`src/rtl/uart_pkg.sv`:
```
// rtl/uart_pkg.sv - shared types and frame constants for the UART transmit path
package uart_pkg;

    // Serializer states: IDLE waits for a byte, START/DATA/STOP shape one 8N1 frame.
    typedef enum logic [1:0] {
        IDLE  = 2'd0,
        START = 2'd1,
        DATA  = 2'd2,
        STOP  = 2'd3
    } tx_state_e;

    // 100 MHz / 115200 baud.
    localparam int DEFAULT_CLKS_PER_BIT = 868;

    localparam int DATA_BITS = 8;
    localparam int STOP_BITS = 1;

endpackage

```
`src/rtl/uart_tx_shifter.sv`:
```
// rtl/uart_tx_shifter.sv - 8N1 serializer: FSM, baud counter, shift register, registered tx
//
// Ports:
//   clk, rst_n  : clock, asynchronous active-low reset
//   fifo_empty  : FIFO holds no bytes (registered in the FIFO)
//   pop         : one-cycle request to take byte_in and advance the FIFO read pointer
//   byte_in     : byte at the FIFO head, loaded into the shift register on pop
//   busy        : serializer is in START/DATA/STOP
//   tx          : serial line, idles high, driven straight from a flop
module uart_tx_shifter
    import uart_pkg::*;
#(
    parameter int CLKS_PER_BIT = DEFAULT_CLKS_PER_BIT
) (
    input  logic       clk,
    input  logic       rst_n,
    input  logic       fifo_empty,
    output logic       pop,
    input  logic [7:0] byte_in,
    output logic       busy,
    output logic       tx
);

    localparam int BAUD_W = $clog2(CLKS_PER_BIT);
    localparam int IDX_W  = $clog2(DATA_BITS);

    localparam logic [BAUD_W-1:0] BAUD_LAST = BAUD_W'(CLKS_PER_BIT - 1);
    localparam logic [IDX_W-1:0]  LAST_DATA = IDX_W'(DATA_BITS - 1);
    localparam logic [IDX_W-1:0]  LAST_STOP = IDX_W'(STOP_BITS - 1);

    tx_state_e         state_q, state_d;
    logic [BAUD_W-1:0] baud_q, baud_d;
    logic [IDX_W-1:0]  bit_idx_q, bit_idx_d;
    logic [7:0]        shift_q, shift_d;
    logic              tx_q, tx_d;
    logic              bit_done;

    always_comb begin
        state_d   = state_q;
        baud_d    = baud_q;
        bit_idx_d = bit_idx_q;
        shift_d   = shift_q;
        pop       = 1'b0;
        bit_done  = (baud_q == BAUD_LAST);

        case (state_q)
            IDLE: begin
                if (!fifo_empty) begin
                    pop     = 1'b1;
                    shift_d = byte_in;
                    baud_d  = '0;
                    state_d = START;
                end
            end
            START: begin
                if (bit_done) begin
                    baud_d    = '0;
                    bit_idx_d = '0;
                    state_d   = DATA;
                end else begin
                    baud_d = baud_q + BAUD_W'(1);
                end
            end
            DATA: begin
                if (bit_done) begin
                    baud_d  = '0;
                    shift_d = {1'b0, shift_q[7:1]};
                    if (bit_idx_q == LAST_DATA) begin
                        bit_idx_d = '0;
                        state_d   = STOP;
                    end else begin
                        bit_idx_d = bit_idx_q + IDX_W'(1);
                    end
                end else begin
                    baud_d = baud_q + BAUD_W'(1);
                end
            end
            STOP: begin
                // bit_idx is reused to count stop bits.
                if (bit_done) begin
                    baud_d = '0;
                    if (bit_idx_q == LAST_STOP) begin
                        bit_idx_d = '0;
                        state_d   = IDLE;
                    end else begin
                        bit_idx_d = bit_idx_q + IDX_W'(1);
                    end
                end else begin
                    baud_d = baud_q + BAUD_W'(1);
                end
            end
            default: begin
                state_d = IDLE;
            end
        endcase

        // tx is decoded from the next state so the line changes on the same edge
        // as the state register, yet leaves the design from a flop.
        case (state_d)
            START:   tx_d = 1'b0;
            DATA:    tx_d = shift_d[0];
            default: tx_d = 1'b1;
        endcase
    end

    always_ff @(posedge clk or negedge rst_n) begin
        if (!rst_n) begin
            state_q   <= IDLE;
            baud_q    <= '0;
            bit_idx_q <= '0;
            shift_q   <= '0;
            tx_q      <= 1'b1;
        end else begin
            state_q   <= state_d;
            baud_q    <= baud_d;
            bit_idx_q <= bit_idx_d;
            shift_q   <= shift_d;
            tx_q      <= tx_d;
        end
    end

    assign busy = (state_q != IDLE);
    assign tx   = tx_q;

endmodule

```
`src/rtl/uart_tx_fifo.sv`:
```
// rtl/uart_tx_fifo.sv - byte FIFO feeding an 8N1 UART transmitter
//
// Ports:
//   clk, rst_n : clock, asynchronous active-low reset
//   data_in    : byte to transmit
//   wr_en      : write strobe, one byte per cycle while high
//   full       : FIFO holds DEPTH entries (registered)
//   empty      : FIFO holds 0 entries (registered)
//   overflow   : one-cycle pulse after a write was dropped because the FIFO was full
//   busy       : serializer is in START/DATA/STOP
//   tx         : serial line, idles high
module uart_tx_fifo
    import uart_pkg::*;
#(
    parameter int CLKS_PER_BIT = DEFAULT_CLKS_PER_BIT,
    parameter int DEPTH        = 8,
    parameter int ADDR_W       = 3
) (
    input  logic       clk,
    input  logic       rst_n,
    input  logic [7:0] data_in,
    input  logic       wr_en,
    output logic       full,
    output logic       empty,
    output logic       overflow,
    output logic       busy,
    output logic       tx
);

    localparam logic [ADDR_W:0] FULL_CNT = (ADDR_W + 1)'(DEPTH);

    logic [7:0]        mem_q [DEPTH];
    logic [ADDR_W-1:0] wr_ptr_q, wr_ptr_d;
    logic [ADDR_W-1:0] rd_ptr_q, rd_ptr_d;
    logic [ADDR_W:0]   count_q, count_d;
    logic              full_q, full_d;
    logic              empty_q, empty_d;
    logic              overflow_q, overflow_d;
    logic              wr_accept;
    logic              pop;

    always_comb begin
        // Uses the registered full flag, so a pop in this same cycle cannot
        // make room for a write that arrives while full.
        wr_accept  = wr_en && !full_q;
        wr_ptr_d   = wr_ptr_q;
        rd_ptr_d   = rd_ptr_q;
        count_d    = count_q;
        overflow_d = wr_en && full_q;

        if (wr_accept) begin
            wr_ptr_d = wr_ptr_q + ADDR_W'(1);
        end
        if (pop) begin
            rd_ptr_d = rd_ptr_q + ADDR_W'(1);
        end

        case ({wr_accept, pop})
            2'b10:   count_d = count_q + (ADDR_W + 1)'(1);
            2'b01:   count_d = count_q - (ADDR_W + 1)'(1);
            default: count_d = count_q;
        endcase

        full_d  = (count_d == FULL_CNT);
        empty_d = (count_d == '0);
    end

    always_ff @(posedge clk or negedge rst_n) begin
        if (!rst_n) begin
            wr_ptr_q   <= '0;
            rd_ptr_q   <= '0;
            count_q    <= '0;
            full_q     <= 1'b0;
            empty_q    <= 1'b1;
            overflow_q <= 1'b0;
        end else begin
            wr_ptr_q   <= wr_ptr_d;
            rd_ptr_q   <= rd_ptr_d;
            count_q    <= count_d;
            full_q     <= full_d;
            empty_q    <= empty_d;
            overflow_q <= overflow_d;
        end
    end

    // Storage is left unreset; the pointers and count define what is valid.
    always_ff @(posedge clk) begin
        if (wr_accept) begin
            mem_q[wr_ptr_q] <= data_in;
        end
    end

    uart_tx_shifter #(
        .CLKS_PER_BIT (CLKS_PER_BIT)
    ) u_shifter (
        .clk        (clk),
        .rst_n      (rst_n),
        .fifo_empty (empty_q),
        .pop        (pop),
        .byte_in    (mem_q[rd_ptr_q]),
        .busy       (busy),
        .tx         (tx)
    );

    assign full     = full_q;
    assign empty    = empty_q;
    assign overflow = overflow_q;

endmodule

```
`config.mk`:
```
export PLATFORM = sky130hd
export DESIGN_NAME = uart_tx_fifo
export DESIGN_NICKNAME = d
export VERILOG_FILES = /design/src/rtl/uart_pkg.sv /design/src/rtl/uart_tx_shifter.sv /design/src/rtl/uart_tx_fifo.sv
export SDC_FILE = /design/constraint.sdc
export NUM_CORES = 1
export LEC_CHECK = 0
export CORE_MARGIN = 2
export CORE_UTILIZATION = 49
export CTS_CLUSTER_DIAMETER = 200
export DETAILED_ROUTE_END_ITERATION = 8
export GPL_ROUTABILITY_DRIVEN = 0
export PLACE_DENSITY = 0.75
export SETUP_SLACK_MARGIN = 0.2
export SLEW_MARGIN = 40
export SYNTH_ARGS = -nofsm -noshare
export SYNTH_HDL_FRONTEND = slang
export SYNTH_SLANG_ARGS = --single-unit
```
`constraint.sdc`:
```
create_clock -name clk -period 2.45 [get_ports clk]
set_input_delay 0.3675 -clock clk [delete_from_list [all_inputs] [get_ports clk]]
set_output_delay 0.3675 -clock clk [all_outputs]
set_load 0.1 [all_outputs]
```
==> results of run 1 <==
## cells in the final DEF, fill, tap and decap left out, drive strengths merged, types with 2 or more instances in the layout
cell type / count
mux4: 16
nor3: 4
a31oi: 4
o22ai: 2
dfstp: 2
inv: 10
mux2i: 10
xor2: 3
nand2: 20
clkinv: 4
o211ai: 2
and3: 4
nor2b: 3
a21oi: 17
nor3b: 3
nand2b: 6
dfrtp: 35
o31ai: 3
and2: 4
edfxtp: 64
xnor2: 5
nand3b: 2
ha: 8
o21ai: 16
o311ai: 2
a32o: 2
nand4: 4
mux2: 2
nand3: 8
clkbuf: 9
clkdlybuf4s50: 9
buf: 27
nor2: 27
## sequential cells by signal (all words and copies together) (netlist names)
signal	count
empty	1
rd_ptr_q	3
u_shifter.baud_q	10
mem_q	64
u_shifter.tx	1
overflow	1
u_shifter.bit_idx_q	3
wr_ptr_q	3
count_q	4
full	1
u_shifter.shift_q	8
u_shifter.state_q	2
## stage by stage
| step | instances | total power [mW] | hold WS (ps) |
|---|---|---|---|
| floorplan | 311 | 3.75 | 71.9 |
| global placement | 436 | 4.17 | 475 |
| detailed placement | 436 | 4.24 | 482 |
| CTS | 453 | 5.28 | 102 |
| global route | 456 | 5.58 | 513 |
| finish | 456 | 5.25 | 500 |
## final cells by class
class,count,area [sq um],area share [%]
Inverter,7,38.8,0.773
Clock buffer,9,124,2.47
Multi-Input combinational cell,187,1490,29.7
Sequential cell,101,2860,57.0
Clock inverter,7,68.8,1.37
Timing Repair Buffer,37,303,6.04
Tap cell,108,135,2.69
## metal layers
metal,vias up,GRT usage (%)
met4,0,4.53
met1,1284,22.9
li1,1234,-
met3,4,4.96
met5,-,0
met2,48,28.3
## worst max path at each step
| stage | startpoint | end | depth (start not counted) |
|---|---|---|---|
| 5_1_grt | empty | empty | 10 |
| 6_report | empty | full | 9 |
| 3_5_place_dp | wr_en | full | 9 |
| 4_1_cts | empty | empty | 10 |
| 2_1_floorplan | empty | full | 8 |
| 3_3_place_gp | wr_en | full | 8 |
## cell families after synthesis
| logic type | count (synthesis) | synth area share (%) |
|---|---|---|
| flip-flops | 101 | 64.6 |
| AND/OR/NAND/NOR | 92 | 10.9 |
| AO/OA/AOI/OAI | 51 | 7.06 |
| multiplexers | 28 | 10.9 |
| buffers and inverters | 23 | 2.67 |
| XOR/XNOR | 8 | 1.59 |
| adder cells (fa/ha/maj) | 8 | 2.27 |
## power by group through the flow
stage | Combinational, mW | Clock (mW) | Sequential [mW]
floorplan | 1.19 | 0 | 2.56
global placement | 1.66 | 0 | 2.52
detailed placement | 1.70 | 0 | 2.54
CTS | 1.73 | 1.04 | 2.50
global route | 1.91 | 1.11 | 2.56
finish | 1.73 | 1.01 | 2.50
## timing repair
action                                 in CTS  in global routing
setup buffers                               1                  2
pin swaps                                   2                  3
gates resized for setup                     2                  3
endpoints found under the hold margin       0                 35
hold buffers                                0                  1
setup endpoints to repair                   2                  3
## critical path: cells and delay by family (launching register included)
kind | cells | cell delay, ps
compound gates | 4 | 700
xor+xnor | 1 | 130
fa+ha+maj | 1 | 220
buf+inv | 1 | 80
flops | 1 | 480
simple gates | 2 | 430
==> impl_metrics.env, run 1 <==
export IMPL_grt_overflow=0
export IMPL_hold_viol=0
export IMPL_start_util_pct=50.6
export IMPL_peakVddDrop_mv=0.597
export IMPL_yosysTopAreaCellShare_pct=43.5
export IMPL_num_rows=34
export IMPL_syn_area_sq_um=4410
export IMPL_p_int_mw=3.41
export IMPL_clk_pin_slew_ps=110
export IMPL_rsz0062_at_grt="false"
export IMPL_grt_use_total_pct=17.3
export IMPL_ys_warn_count=0
export IMPL_insertion_delay_ps=370
export IMPL_r2r_setup_slack_ps=300
export IMPL_drt_initial_drc_count=96
export IMPL_tritoncts="yes"
export IMPL_route_met2_wl_um=3820
export IMPL_critPathRequiredTime_ps=2700
export IMPL_dieArea_sq_um=9780
export IMPL_cap_violations=0
export IMPL_ctsRootBufferMaster="clkbuf_8"
export IMPL_seq_area_frac_synth_pct=64.6
export IMPL_synth_ff_type="edfxtp_1"
export IMPL_hpwl_um=5160
export IMPL_worst_pin_slew_ps=462
export IMPL_fin_worst_skew_ps=13.4
export IMPL_r2r_start="empty"
export IMPL_grt_max_degree=38
export IMPL_worstPathMaxFanout=8
export IMPL_powerDensity_nw_per_um2=1050
export IMPL_ant_nets=0
export IMPL_ys_ff_latch=101
export IMPL_seqPwrFrac_pct=47.7
export IMPL_fmax_mhz=465
export IMPL_place_area_sq_um=4760
export IMPL_yosys_top_cells_count="edfxtp_1 (64), dfrtp_1 (35), nor2_1 (27)"
export IMPL_grt_first_pass_wirelength_um=12900
export IMPL_setup_ws_ps=301
export IMPL_dieWidth_um=98.9
export IMPL_io_buffer_count=15
export IMPL_top_layer="met4"
export IMPL_clockBufferDepth=2
export IMPL_vias_per_cell=5.64
export IMPL_num_nets_final=362
export IMPL_cts_buffers=9
export IMPL_core_sq_um=8720
export IMPL_synth_largest_area_cell="edfxtp_1"
export IMPL_setup_violations=0
export IMPL_fillers=674
export IMPL_synth_edff_count=64
export IMPL_crit_chain="or3_4 > clkinv_8 > nand2_1 > xnor2_1 > ha_1 > a21o_1 > a21oi_2 > o311ai_2 > o211a_1"
export IMPL_pwr_share_clk_pct=19.3
export IMPL_antenna_found_initial=0
export IMPL_routed_wirelength_um=7820
export IMPL_yosys_cell_count_top_type="edfxtp_1"
export IMPL_comb_power_share_pct=33.0
export IMPL_synth_async_reset_ratio_pct=36.6
export IMPL_setup_worst_path_class="reg -> reg"
export IMPL_min_period_ps=2150
export IMPL_cts_sinks=101
export IMPL_synth_area_leaders="edfxtp_1 (44%), dfrtp_1 (20%), mux4_2 (8.2%)"
export IMPL_maxSlewViolCount=0
export IMPL_num_antenna_cells=0
export IMPL_critPathArrivalTime_ps=2400
export IMPL_ys_types=48
export IMPL_area_delta_synth_final_pct=13.7
export IMPL_power_switching_mw=1.84
export IMPL_drive_gt1_share_pct=21.8
export IMPL_die_y_um=98.9
export IMPL_slowest_stage="dfstp_4"
export IMPL_reg2reg_depth=9
export IMPL_firstDrtPassIters=5
export IMPL_tns_ps=0
export IMPL_routedWlPerCell_um=17.1
export IMPL_min_path_type="in -> async"
export IMPL_met3_wirelength_um=327
export IMPL_start_kind="register"
export IMPL_htreeDepth=3
export IMPL_post_route_period_util_pct=87.7
export IMPL_p_sw_share_pct=35.0
export IMPL_syn_inst=311
export IMPL_r2r_end="full"
export IMPL_dpl_worst_slack_ps=-22.6
export IMPL_final_area_sq_um=5020
export IMPL_slowest_delay_ps=480
export IMPL_max_slew_margin_pct=69.2
export IMPL_grt_pass1_vias=2605
export IMPL_end_kind="register"
export IMPL_syn_avg_cell_area_sq_um=14.2
export IMPL_wl_met1_um=3610
export IMPL_fin_util_pct=57.5
export IMPL_outcome="complete, no violations"
export IMPL_syn_nets=330
export IMPL_p_leak_nw=1.87
export IMPL_vias=2570
export IMPL_drcViolationCount=0
export IMPL_ios=16
No activity file was read; power rests on OpenSTA's default activity.
==> inputs of run 2 (changes only) <==
--- a/config.mk
+++ b/config.mk
@@ -15,4 +15,5 @@
 export SLEW_MARGIN = 40
 export SYNTH_ARGS = -nofsm -noshare
 export SYNTH_HDL_FRONTEND = slang
+export SYNTH_HIERARCHICAL = 1
 export SYNTH_SLANG_ARGS = --single-unit
==> constraint.sdc (replaced) <==
create_clock -name clk -period 2.45 [get_ports clk]
set_input_delay 0.49 -clock clk [delete_from_list [all_inputs] [get_ports clk]]
set_output_delay 0.49 -clock clk [all_outputs]
set_load 0.1 [all_outputs]
==> impl_metrics.env, run 2 <==
export IMPL_outcome="complete, no violations"
export IMPL_synth_area_leaders="edfxtp_1 (43%), dfrtp_1 (20%), mux4_1 (9.4%)"
export IMPL_num_nets_final=352
export IMPL_ant_nets=0
export IMPL_vias=2502
export IMPL_die_y_um=99.7
export IMPL_place_area_sq_um=4870
export IMPL_ctsRootBufferMaster="clkbuf_8"
export IMPL_grt_first_pass_wirelength_um=12700
export IMPL_dieWidth_um=99.7
export IMPL_cts_sinks=101
export IMPL_syn_avg_cell_area_sq_um=15.1
export IMPL_grt_use_total_pct=17.0
export IMPL_tns_ps=0
export IMPL_syn_nets=317
export IMPL_syn_inst=297
export IMPL_ys_types=54
export IMPL_synth_largest_area_cell="edfxtp_1"
export IMPL_fin_util_pct=58.4
export IMPL_hold_viol=0
export IMPL_largestRegisters="mem_q: 64 flops, u_shifter/baud_q: 10 flops, u_shifter/shift_q: 8 flops"
export IMPL_core_sq_um=8810
export IMPL_clockBufferDepth=2
export IMPL_hpwl_um=4950
export IMPL_synth_ff_type="edfxtp_1"
export IMPL_drcViolationCount=0
export IMPL_min_path_type="in -> async"
export IMPL_num_rows=34
export IMPL_routed_wirelength_um=7510
export IMPL_post_route_period_util_pct=89.1
export IMPL_slowest_delay_ps=490
export IMPL_dieArea_sq_um=9940
export IMPL_yosysTopAreaCellShare_pct=42.8
export IMPL_critPathRequiredTime_ps=2720
export IMPL_layout_commonest_cell="edfxtp_1"
export IMPL_synth_edff_count=64
export IMPL_p_leak_nw=1.99
export IMPL_cap_violations=0
export IMPL_start_kind="register"
export IMPL_antenna_found_initial=0
export IMPL_ios=16
export IMPL_firstDrtPassIters=4
export IMPL_yosys_top_cells_count="edfxtp_1 (64), dfrtp_1 (35), nand2_1 (27)"
export IMPL_setup_ws_ps=268
export IMPL_tritoncts="yes"
export IMPL_grt_max_degree=38
export IMPL_setup_violations=0
export IMPL_final_area_sq_um=5140
export IMPL_clk_pin_slew_ps=100
export IMPL_crit_chain="nor3_4 > ha_4 > xor2_2 > ha_2 > a21oi_4 > xor3_1 > a31oi_2 > o21ba_2"
export IMPL_start_util_pct=50.9
export IMPL_largest_reg_flops=64
export IMPL_vias_per_cell=5.62
export IMPL_worst_pin_slew_ps=475
export IMPL_cts_buffers=9
export IMPL_fin_cells=445
export IMPL_peakVddDrop_mv=0.589
export IMPL_ys_ff_latch=101
export IMPL_htreeDepth=3
export IMPL_io_buffer_count=15
export IMPL_seq_area_frac_synth_pct=63.5
export IMPL_routedWlPerCell_um=16.9
export IMPL_max_slew_margin_pct=68.3
export IMPL_maxSlewViolCount=0
export IMPL_synth_async_reset_ratio_pct=36.6
export IMPL_rsz0062_at_grt="true"
export IMPL_end_kind="register"
export IMPL_r2r_start="empty"
export IMPL_worstPathMaxFanout=3
export IMPL_dpl_worst_slack_ps=-138
export IMPL_insertion_delay_ps=370
export IMPL_ys_warn_count=6
export IMPL_area_delta_synth_final_pct=14.6
export IMPL_syn_area_sq_um=4490
export IMPL_post_place_cells=427
export IMPL_crit_path_start="empty"
export IMPL_fin_worst_skew_ps=9.96
export IMPL_grt_pass1_vias=2515
export IMPL_postCtsHoldBufs=0
export IMPL_drt_initial_drc_count=104
export IMPL_drive_gt1_share_pct=24.0
export IMPL_num_antenna_cells=0
export IMPL_largest_register="mem_q"
export IMPL_layout_common_cells="edfxtp_1 (64), dfrtp_1 (33), nand2_1 (27), buf_4 (27), nor2_1 (17)"
export IMPL_fmax_mhz=458
export IMPL_yosys_cell_count_top_type="edfxtp_1"
export IMPL_min_period_ps=2180
export IMPL_grt_overflow=0
export IMPL_critPathArrivalTime_ps=2450
export IMPL_powerDensity_nw_per_um2=1040
export IMPL_slowest_stage="dfstp_4"
export IMPL_setup_worst_path_class="reg -> reg"
[run 2: cell count changes after synthesis, moves of 9 or more]
| cell | delta |
|---|---|
| mux2i_1 | -10 |
| mux4_1 | +16 |
| nor2_1 | -10 |
| mux4_2 | -16 |
| a21oi_1 | -11 |
| mux2_2 | +9 |
[run 2: final timing paths]
path	end	slack [ps]	cells past startpoint
worst max-delay path	full	270	8
worst min-delay path	u_shifter/baud_q[6]	60	1
worst max register to register	full	270	8
worst min register to register	u_shifter/shift_q[5]	490	2
max in group asynchronous	u_shifter/tx	2020	1
min in group clk	overflow	370	2
[run 2: area by class of cell]
cell class / count / area [sq um]
clock buffers: 9 / 124
clock inverters: 7 / 86.3
fillers: 661 / 3660
inverters: 6 / 22.5
multi-input cells: 177 / 1600
flip-flops and latches: 101 / 2860
well taps: 108 / 135
repair buffers: 37 / 315
[run 2: layer usage]
layer	GRT usage, %	vias up	wire length, um
met5	0	-	0
met3	4.85	9	226
li1	-	1208	-
met4	5.69	0	99
met2	28.6	24	3900
met1	21.2	1261	3290
[run 2: stage by stage]
stage / total power, mW / hold WS [ps]
after floorplan: 3.76 / 194
after global placement: 4.12 / 459
after detailed placement: 4.19 / 471
after CTS: 5.31 / 73.4
after global routing: 5.66 / 91.5
final: 5.33 / 59.1
[run 2: kinds of logic (layout without fill, tap and decap cells)]
group | count (synthesis) | in the layout | synth area share, %
AO/OA/AOI/OAI | 48 | 48 | 7.48
XOR/XNOR | 9 | 9 | 2.09
adder cells (fa/ha/maj) | 9 | 9 | 2.51
buffers and inverters | 19 | 59 | 2.31
AND/OR/NAND/NOR | 84 | 84 | 9.93
multiplexers | 27 | 27 | 12.1
flip-flops | 101 | 101 | 63.5
[run 2: critical path: cells and delay by family, from the launching register on]
family | cells | cell delay, ps
AOI/OAI and AO/OA | 3 | 410
xor gates and xnor gates | 2 | 500
adders and majority gates | 2 | 410
DFF | 1 | 490
and+or+nand+nor | 1 | 290
[run 2: power breakdown]
part	switching (mW)	internal, mW	leakage, nW
clock network	0.611	0.499	0.110
logic	0.859	0.870	0.835
registers	0.280	2.21	1.04
[run 2: timing repair]
item	4_1_cts	5_1_grt
resized for setup	0	9
setup endpoints to repair	0	3
setup buffers	0	2
==> inputs of run 3 (changes only) <==
--- a/config.mk
+++ b/config.mk
@@ -6,11 +6,11 @@
 export NUM_CORES = 1
 export LEC_CHECK = 0
 export CORE_MARGIN = 2
-export CORE_UTILIZATION = 49
+export CORE_UTILIZATION = 30
 export CTS_CLUSTER_DIAMETER = 200
 export DETAILED_ROUTE_END_ITERATION = 8
 export GPL_ROUTABILITY_DRIVEN = 0
-export PLACE_DENSITY = 0.75
+export PLACE_DENSITY = 0.54
 export SETUP_SLACK_MARGIN = 0.2
 export SLEW_MARGIN = 40
 export SYNTH_ARGS = -nofsm -noshare
==> impl_metrics.env, run 3 (synthesis gave the netlist of run 2 again) <==
export IMPL_outcome="complete, no violations"
export IMPL_fin_util_pct=36.6
export IMPL_fmax_mhz=459
export IMPL_grt_first_pass_wirelength_um=13400
export IMPL_crit_chain="nor3_4 > ha_4 > xor2_1 > ha_2 > a21oi_4 > xor3_1 > a31oi_2 > o21ba_4"
export IMPL_clk_pin_slew_ps=70
export IMPL_path_buf_inv=0
export IMPL_clockBufferDepth=2
export IMPL_dpl_worst_slack_ps=-165
export IMPL_crit_end="full"
export IMPL_ant_nets=0
export IMPL_min_period_ps=2180
export IMPL_holdWs_ps=89.6
export IMPL_num_rows=44
export IMPL_num_nets_final=357
export IMPL_htreeDepth=3
export IMPL_p_int_mw=3.81
export IMPL_io_buffer_count=15
export IMPL_peakVddDrop_mv=0.455
export IMPL_critPathArrivalTime_ps=2410
export IMPL_vias=2555
export IMPL_slowest_stage="dfstp_4"
export IMPL_start_kind="register"
export IMPL_p_sw_share_pct=32.5
export IMPL_met1_usage_pct=15.1
export IMPL_cts_buffers=9
export IMPL_power_switching_mw=1.84
export IMPL_drt_initial_drc_count=217
export IMPL_comb_power_share_pct=32.1
export IMPL_crit_family="flip-flops"
export IMPL_pwr_share_clk_pct=23.9
export IMPL_dieWidth_um=126
export IMPL_grt_overflow=0
export IMPL_maxSlewViolCount=0
export IMPL_post_route_period_util_pct=88.9
export IMPL_seqPwrFrac_pct=44.0
export IMPL_ctsRootBufferMaster="clkbuf_16"
export IMPL_cts_sinks=101
export IMPL_worst_pin_slew_ps=451
export IMPL_drive_gt1_share_pct=24.0
export IMPL_die_y_um=126
export IMPL_routed_wirelength_um=8170
export IMPL_grt_busiest_layer="met2"
export IMPL_largest_reg_flops=64
export IMPL_insertion_delay_ps=340
export IMPL_setup_ws_ps=273
export IMPL_r2r_end="full"
export IMPL_grt_max_degree=20
export IMPL_crit_path_start="empty"
export IMPL_final_area_sq_um=5340
export IMPL_r2r_start="empty"
export IMPL_routedWlPerCell_um=15.5
export IMPL_setup_violations=0
export IMPL_grt_use_total_pct=10.9
export IMPL_start_util_pct=30.7
export IMPL_reg2reg_depth=8
export IMPL_fin_worst_skew_ps=7.67
export IMPL_hpwl_um=5300
export IMPL_tritoncts="yes"
export IMPL_firstDrtPassIters=4
export IMPL_r2r_setup_slack_ps=270
export IMPL_end_kind="register"
export IMPL_rsz0062_at_grt="false"
export IMPL_setup_worst_path_class="reg -> reg"
export IMPL_min_path_type="in -> async"
export IMPL_place_area_sq_um=5010
export IMPL_met2_usage_pct=16.7
export IMPL_cap_violations=0
export IMPL_vias_per_cell=4.86
export IMPL_core_sq_um=14600
export IMPL_max_slew_margin_pct=70.0
export IMPL_slowest_delay_ps=650
export IMPL_dieArea_sq_um=15900
export IMPL_antenna_found_initial=0
export IMPL_worstPathMaxFanout=3
export IMPL_cp_depth=8
export IMPL_powerDensity_nw_per_um2=1060
export IMPL_ios=16
export IMPL_critPathRequiredTime_ps=2680
export IMPL_layout_common_cells="edfxtp_1 (64), dfrtp_1 (34), buf_4 (31)"
export IMPL_grt_pass1_vias=2472
export IMPL_largest_register="mem_q"
export IMPL_met3_usage_pct=3.87
export IMPL_largestRegisters="mem_q: 64 flops, u_shifter/baud_q: 10 flops, u_shifter/shift_q: 8 flops"
export IMPL_hold_viol=0
export IMPL_p_leak_nw=2.06
export IMPL_layout_commonest_cell="edfxtp_1"
export IMPL_area_delta_synth_final_pct=19.1
export IMPL_drcViolationCount=0
export IMPL_num_antenna_cells=0
==> run 3: layer usage <==
metal  vias to the layer above  share of wire, %  wire length, um
met5                         -                 0                0
met4                         0              0.35               29
li1                       1223                 -                -
met1                      1301                49             4040
met3                         2               2.7              218
met2                        29                48             3890
==> run 3: cell type report <==
cell class / count / area [sq um]
Fill cell: 1365 / 9250
Sequential cell: 101 / 2860
Multi-Input combinational cell: 177 / 1600
Timing Repair Buffer: 42 / 350
Tap cell: 184 / 230
Clock buffer: 9 / 225
Clock inverter: 7 / 55.1
Inverter: 6 / 22.5
==> run 3: how the worst min path moves through the flow <==
stage,start,endpoint,slack (ps),cells after the start
floorplan,rst_n,count_q[0],190,0
global placement,u_shifter/shift_q[2],u_shifter/shift_q[2],460,2
detailed placement,rst_n,u_shifter/bit_idx_q[1],470,1
CTS,rst_n,u_shifter/bit_idx_q[1],90,1
global route,rst_n,u_shifter/bit_idx_q[1],110,1
finish,rst_n,u_shifter/bit_idx_q[1],90,1
==> run 3: what timing repair did <==
action                     in CTS  in global routing
hold endpoints to repair        0                  0
setup endpoints to repair       0                  3
hold buffers                    0                  0
buffers inserted                0                  1
resized for setup               0                  8
==> run 3: stage by stage <==
| step | TNS, ps | power, mW | cells |
|---|---|---|---|
| floorplan | -19.1 | 3.76 | 297 |
| global placement | -143 | 4.23 | 509 |
| detailed placement | -301 | 4.27 | 509 |
| CTS | 0 | 5.65 | 525 |
| global route | 0 | 5.99 | 526 |
| finish | 0 | 5.65 | 526 |
==> run 3: power groups by stage <==
stage / Clock (mW) / Sequential, mW / Combinational, mW
global route: 1.47 / 2.54 / 1.98
finish: 1.35 / 2.48 / 1.82
CTS: 1.40 / 2.48 / 1.77
floorplan: 0 / 2.56 / 1.21
detailed placement: 0 / 2.51 / 1.76
global placement: 0 / 2.50 / 1.73
